$ cat src/rtl/dispatch_pkg.sv
// Shared micro-op types and dispatch sizing for the rename->dispatch boundary.
package dispatch_pkg;

  localparam int DISPATCH_WIDTH = 4;
  localparam int IQ_FREE_W      = 4;
  localparam int ROB_FREE_W     = 6;
  localparam int ALLOC_W        = $clog2(DISPATCH_WIDTH + 1);

  typedef enum logic {
    IQ_INT = 1'b0,
    IQ_MEM = 1'b1
  } iq_code_t;

  typedef struct packed {
    logic     valid;
    iq_code_t iq_code;
    logic [7:0] tag;
  } micro_op_t;

endpackage

$ cat src/rtl/dispatch_if.sv
// Dispatch-stage bundle: incoming uop group and credits, outgoing per-IQ lanes and stall.
interface dispatch_if;
  import dispatch_pkg::*;

  micro_op_t               dp_uops  [DISPATCH_WIDTH];
  logic [IQ_FREE_W-1:0]    iq_int_free;
  logic [IQ_FREE_W-1:0]    iq_mem_free;
  logic [ROB_FREE_W-1:0]   rob_free;
  logic                    stall;
  micro_op_t               int_uops [DISPATCH_WIDTH];
  micro_op_t               mem_uops [DISPATCH_WIDTH];
  logic [ALLOC_W-1:0]      rob_alloc;

  modport master (
    output dp_uops, iq_int_free, iq_mem_free, rob_free,
    input  stall, int_uops, mem_uops, rob_alloc
  );

  modport slave (
    input  dp_uops, iq_int_free, iq_mem_free, rob_free,
    output stall, int_uops, mem_uops, rob_alloc
  );
endinterface

$ cat src/rtl/dispatch_compact.sv
// Packs selected slots into lanes 0.. in age order; purely combinational.
// Unselected lanes are driven all-zero, so their valid is 0.
module dispatch_compact
  import dispatch_pkg::*;
(
  input  micro_op_t                 uops  [DISPATCH_WIDTH],
  input  logic [DISPATCH_WIDTH-1:0] sel,
  output micro_op_t                 lanes [DISPATCH_WIDTH]
);

  logic [ALLOC_W-1:0] rank [DISPATCH_WIDTH];
  logic [ALLOC_W-1:0] cnt;

  // rank[i] is the lane a selected slot i lands in: number of older selected slots
  always_comb begin
    cnt = '0;
    for (int i = 0; i < DISPATCH_WIDTH; i++) begin
      rank[i] = cnt;
      if (sel[i]) cnt = cnt + ALLOC_W'(1);
    end
  end

  always_comb begin
    for (int j = 0; j < DISPATCH_WIDTH; j++) begin
      lanes[j] = '0;
      for (int i = 0; i < DISPATCH_WIDTH; i++) begin
        if (sel[i] && rank[i] == ALLOC_W'(j)) lanes[j] = uops[i];
      end
    end
  end

endmodule

$ cat src/rtl/dispatch.sv
// In-order, zero-latency dispatch of a uop group to INT/MEM issue queues under IQ and ROB credits;
// stall holds the group until every valid slot has gone. Optional DISPATCH_PERF_EN adds stall_cycles.
module dispatch
  import dispatch_pkg::*;
(
  input  logic      clock,
  input  logic      reset,
  input  logic      clear,
  dispatch_if.slave dp
`ifdef DISPATCH_PERF_EN
  ,
  output logic [31:0] stall_cycles
`endif
);

  logic [DISPATCH_WIDTH-1:0] done_mask;
  logic [DISPATCH_WIDTH-1:0] disp;
  logic [DISPATCH_WIDTH-1:0] int_sel;
  logic [DISPATCH_WIDTH-1:0] mem_sel;
  logic                      blocked;
  logic                      active;
  logic [IQ_FREE_W-1:0]      int_used;
  logic [IQ_FREE_W-1:0]      mem_used;
  logic [ROB_FREE_W-1:0]     rob_used;
  logic [ALLOC_W-1:0]        alloc;
  logic                      has_room;

  micro_op_t group     [DISPATCH_WIDTH];
  micro_op_t int_lanes [DISPATCH_WIDTH];
  micro_op_t mem_lanes [DISPATCH_WIDTH];

  assign group = dp.dp_uops;

  // Reset is folded in so outputs go quiet asynchronously, not just at the next edge
  always_comb begin
    disp     = '0;
    int_sel  = '0;
    mem_sel  = '0;
    blocked  = 1'b0;
    int_used = '0;
    mem_used = '0;
    rob_used = '0;
    alloc    = '0;
    has_room = 1'b0;
    active   = reset & ~clear;
    for (int i = 0; i < DISPATCH_WIDTH; i++) begin
      if (active && group[i].valid && !done_mask[i] && !blocked) begin
        if (group[i].iq_code == IQ_MEM) has_room = (mem_used < dp.iq_mem_free);
        else                            has_room = (int_used < dp.iq_int_free);
        if (has_room && rob_used < dp.rob_free) begin
          disp[i]  = 1'b1;
          rob_used = rob_used + ROB_FREE_W'(1);
          alloc    = alloc + ALLOC_W'(1);
          if (group[i].iq_code == IQ_MEM) begin
            mem_sel[i] = 1'b1;
            mem_used   = mem_used + IQ_FREE_W'(1);
          end else begin
            int_sel[i] = 1'b1;
            int_used   = int_used + IQ_FREE_W'(1);
          end
        end else begin
          // First starved slot fences every younger slot this cycle
          blocked = 1'b1;
        end
      end
    end
  end

  assign dp.stall     = blocked;
  assign dp.rob_alloc = alloc;

  dispatch_compact u_int_compact (
    .uops  (group),
    .sel   (int_sel),
    .lanes (int_lanes)
  );

  dispatch_compact u_mem_compact (
    .uops  (group),
    .sel   (mem_sel),
    .lanes (mem_lanes)
  );

  assign dp.int_uops = int_lanes;
  assign dp.mem_uops = mem_lanes;

  always_ff @(posedge clock or negedge reset) begin
    if (!reset) begin
      done_mask <= '0;
    end else if (clear || !dp.stall) begin
      done_mask <= '0;
    end else begin
      done_mask <= done_mask | disp;
    end
  end

`ifdef DISPATCH_PERF_EN
  // stall is already forced low under clear, so cleared cycles are not counted
  always_ff @(posedge clock or negedge reset) begin
    if (!reset) begin
      stall_cycles <= '0;
    end else if (dp.stall) begin
      stall_cycles <= stall_cycles + 32'd1;
    end
  end
`endif

endmodule

$ cat src/flat_wrapper.sv
// flat-port wrapper written by rule: the top's interface ports become plain ports
module dispatch_flat import dispatch_pkg::*;
  (clock, reset, clear, dp_dp_uops, dp_iq_int_free, dp_iq_mem_free, dp_rob_free, dp_stall, dp_int_uops, dp_mem_uops, dp_rob_alloc);
  dispatch_if dp_i ();
  input  logic clock;
  input  logic reset;
  input  logic clear;
  input wire logic [$bits(dp_i.dp_uops)-1:0] dp_dp_uops;
  input wire logic [$bits(dp_i.iq_int_free)-1:0] dp_iq_int_free;
  input wire logic [$bits(dp_i.iq_mem_free)-1:0] dp_iq_mem_free;
  input wire logic [$bits(dp_i.rob_free)-1:0] dp_rob_free;
  output wire logic [$bits(dp_i.stall)-1:0] dp_stall;
  output wire logic [$bits(dp_i.int_uops)-1:0] dp_int_uops;
  output wire logic [$bits(dp_i.mem_uops)-1:0] dp_mem_uops;
  output wire logic [$bits(dp_i.rob_alloc)-1:0] dp_rob_alloc;
  assign dp_i.dp_uops = {>>{dp_dp_uops}};
  assign dp_i.iq_int_free = dp_iq_int_free;
  assign dp_i.iq_mem_free = dp_iq_mem_free;
  assign dp_i.rob_free = dp_rob_free;
  assign dp_stall = dp_i.stall;
  assign dp_int_uops = {>>{dp_i.int_uops}};
  assign dp_mem_uops = {>>{dp_i.mem_uops}};
  assign dp_rob_alloc = dp_i.rob_alloc;
  dispatch u_core (.clock(clock), .reset(reset), .clear(clear), .dp(dp_i));
endmodule
$ cat config.mk
export PLATFORM = sky130hd
export DESIGN_NAME = dispatch_flat
export DESIGN_NICKNAME = d
export VERILOG_FILES = /design/src/rtl/dispatch_pkg.sv /design/src/rtl/dispatch_if.sv /design/src/rtl/dispatch_compact.sv /design/src/rtl/dispatch.sv /design/src/flat_wrapper.sv
export SDC_FILE = /design/constraint.sdc
export NUM_CORES = 1
export LEC_CHECK = 0
export ABC_AREA = 1
export ABC_CLOCK_PERIOD_IN_PS = 3900
export BUFFER_PORTS_ARGS = -buffer_cell sky130_fd_sc_hd__clkbuf_2
export CORE_ASPECT_RATIO = 0.5
export CORE_MARGIN = 2
export CORE_UTILIZATION = 35
export DETAILED_ROUTE_END_ITERATION = 12
export GPL_ROUTABILITY_DRIVEN = 0
export GPL_TIMING_DRIVEN = 1
export SYNTH_ARGS = -nofsm -noshare
export SYNTH_HDL_FRONTEND = slang
export SYNTH_HIERARCHICAL = 1
export SYNTH_SLANG_ARGS = --single-unit
$ cat constraint.sdc
create_clock -name clock -period 3.9 [get_ports clock]
set_clock_uncertainty 0.05 [all_clocks]
set_input_delay 0 -clock clock [delete_from_list [all_inputs] [get_ports clock]]
set_output_delay 0 -clock clock [all_outputs]
set_load 0.005 [all_outputs]
==> Implementation_results.wiki <==
{| class="wikitable"
! Metric !! Value
|-
| Number of fill cells in the layout || around 990
|-
| Gate count of the mapped netlist || 738
|-
| Cell with the most instances on the worst path || sky130_fd_sc_hd__inv_2
|-
| Count of distinct cell types in the synthesized netlist || 34
|-
| Number of violations of the max-capacitance limit || 0
|-
| Number of failing hold endpoints at the final stage || 0
|-
| Die Width || 146.8 µm
|-
| Actual transition at the worst max-transition pin || 627.6 ps
|-
| Longest individual stage delay on the worst path || around 370 ps
|-
| Max Slew Vio Count || 0
|-
| Total via count in the routed design || around 5.5k
|-
| Clock Pin Slew Worst Setup and Hold Paths || 30 ps
|-
| Count of input and output buffers || between 100 and 150
|-
| Sequential cell area || 100.1 µm²
|-
| TritonCTS sink count || 4
|-
| Unrepaired setup endpoints after global routing || yes
|-
| Vertical die dimension || 75.41 µm
|-
| Post-synthesis register bit count || 4
|-
| Drt total wl || 15990 µm
|-
| Boundary Pins || approximately 140
|-
| Number of flip-flops in the largest register || 4
|-
| Crit Path Category || reg2out
|-
| Final period demand of the worst path || about 4400 ps
|-
| Area taken by multi-input logic gates || 3301 µm²
|-
| Worst slew margin relative to its limit || 58.16%
|-
| Max Clock Freq || approximately 230 MHz
|-
| Run status || finished, violations left
|-
| Number of buffers between clock root and the deepest sink || 2
|-
| Number of vias per cell after detailed routing || about 5.0
|-
| Post-route core utilization || between 50% and 60%
|-
| Final total power || between 0.5 and 0.6 mW
|-
| Hold Path Class || in2async
|-
| Sort of element at the start of the critical path || flop
|-
| Power density cells || approximately 100 nW/µm²
|-
| Biggest register || u_core/done_mask
|-
| Slowest CP cell || sky130_fd_sc_hd__dfrtp_1
|-
| Number of inserted diodes || 0
|-
| Antenna violations before repair || 0
|-
| GR Util All Layers || a little over a quarter
|-
| Peak VDD IR || ~0.00014 V
|-
| Clock root buffer || sky130_fd_sc_hd__clkbuf_16
|-
| Min Hold Slack || ~180 ps
|-
| Crit path capture type || primary output
|-
| Largest fanout of any net on the critical path || 5
|-
| # placed instances || 1044
|-
| Violated checks || setup timing
|-
| Leading cell type in the layout, fill and taps excluded || sky130_fd_sc_hd__nand2_1
|-
| Share of final-layout standard cells stronger than drive strength 1 || a little over a third
|-
| Overflow after GRT || 0
|-
| Pre-antenna DRT Iters || 5
|-
| Number of rows in the core area || 25
|-
| Synthesized net count || about 800
|-
| Clock latency of the later-clocked register in the worst-skew pair || ~220 ps
|-
| Worst path arrival time || around 4300 ps
|-
| WL/cell || between 10 and 15 µm
|-
| CTS Buf Count || 3
|-
| Worst EP required || slightly below 4000 ps
|-
| Vias in the first global route || ~4.6k
|-
| Final-report setup violation count || 82
|-
| Nets || around 1.0k
|-
| Top flop regs || u_core/done_mask (4)
|-
| Wire length of the first global-routing pass || 23250 µm
|-
| Place WS || -535.1 ps
|-
| Area growth syn-to-layout || 53.94%
|-
| Effective utilization at floorplan || a little under two fifths
|-
| HPWL after detailed placement || 11120 µm
|-
| Cell area after technology mapping || approximately 3600 µm²
|-
| Total number of H-tree levels || 1
|-
| Number of warnings reported in the yosys synthesis log || 6
|-
| Maximum number of pins on one net before global-route repair || 24
|-
| Post-route setup slack || -486.8 ps
|-
| Post-route ant nets || 0
|-
| Post-route DRC || 0
|-
| TritonCTS clock tree || yes
|-
| Most used cells in the layout excluding fill and tap cells || sky130_fd_sc_hd__nand2_1 (294), sky130_fd_sc_hd__clkbuf_2 (130), sky130_fd_sc_hd__nor2_1 (109), sky130_fd_sc_hd__buf_4 (70), sky130_fd_sc_hd__nand3_1 (62)
|-
| Reported leakage power || 3.305 nW
|-
| Mean instance size in the synthesized netlist || ~4.8 µm²
|-
| Core ar. || between 9000 and 10000 µm²
|-
| Final worst path period share || 112.5%
|-
| Sequential cell area fraction in the yosys report || 2.804%
|-
| Die footprint || about 11000 µm²
|-
| Final std cells w/o fill || 1085
|-
| Violation count after the first detailed-route iteration || roughly 650
|}
-- Yosys cell counts (all sizes together) --
master,count,area [µm²]
xor2,1,8.760
buf,21,136.4
o21ai,18,101.4
nand3,82,437.9
dfrtp,4,100.1
ha,26,325.3
nand2,320,1229
clkbuf,11,41.29
a21oi,14,81.33
xnor2,1,16.27
a21boi,1,7.510
nor2,126,550.5
nor3,3,15.01
nand4,28,190.2
nor3b,2,15.01
clkinv,4,15.01
inv,74,280.3
o21bai,2,18.77
-- final cells by class --
| cell class | instances | area share [%] |
|---|---|---|
| Clock buffer | 3 | 1.366 |
| Inverter | 78 | 5.510 |
| Multi-Input combinational cell | 628 | 60.06 |
| Sequential cell | 4 | 1.821 |
| Tap cell | 135 | 3.074 |
| Timing Repair Buffer | 237 | 28.16 |
-- worst paths after layout --
path	to	cells after the start	startpoint	slack (ps)
setup / recovery	dp_mem_uops[28]	35	u_core/done_mask[0]	-490
hold / removal	u_core/done_mask[2]	3	reset	180
setup reg to reg	u_core/done_mask[2]	35	u_core/done_mask[0]	270
hold reg to reg	u_core/done_mask[3]	2	u_core/done_mask[3]	450
max in group asynchronous	u_core/done_mask[1]	3	reset	3520
min in group clock	u_core/done_mask[1]	7	clear	350
-- cells by family (layout without fill, tap and decap cells) --
group,after synthesis,in the layout,share of synthesized area [%]
DFF,4,4,2.804
AOI/OAI and AO/OA,35,35,5.854
and+or+nand+nor,561,565,68.28
adders and majority gates,26,26,9.113
buffers and inverters,110,318,13.25
xor gates and xnor gates,2,2,0.7012
-- where the power goes --
group          internal (mW)  total, mW  switching [mW]  leakage [nW]
registers             0.0426     0.0429        0.000347        0.0556
clock network          0.131      0.160          0.0286        0.0370
logic                  0.142      0.362           0.220          3.21
total                  0.316      0.565           0.249          3.30
-- critical path, delay by kind of cell (launching register included) --
family          cells  cell delay (ps)
compound gates      5              670
fa+ha+maj           2              460
buf+inv            11             1010
flops               1              370
simple gates       17             1570
-- stage by stage --
step	setup TNS (ps)	instance area (µm²)
6_report	-30640	5495
5_1_grt	-55750	5495
4_1_cts	-20220	5166
3_5_place_dp	-22110	4735
3_3_place_gp	-12490	4735
2_1_floorplan	0	3570
-- repair_timing --
item / in CTS / in global routing
hold buffers: 1 / 0
cloned: 5 / 4
endpoints found under the setup margin: 80 / 84
hold endpoints to repair: 4 / 0
pin swaps: 8 / 39
gates resized for setup: 47 / 71
buffers inserted: 20 / 10
-- metal layers --
| metal | vias to the layer above | GRT usage [%] | share of wire [%] |
|---|---|---|---|
| met5 | - | 0 | 0 |
| met4 | 0 | 9.385 | 2.6 |
| met3 | 41 | 2.994 | 9.7 |
| met2 | 280 | 47.42 | 47 |
| met1 | 2411 | 34.73 | 41 |
| li1 | 2744 | - | - |
(Power assumes the default switching activity.)
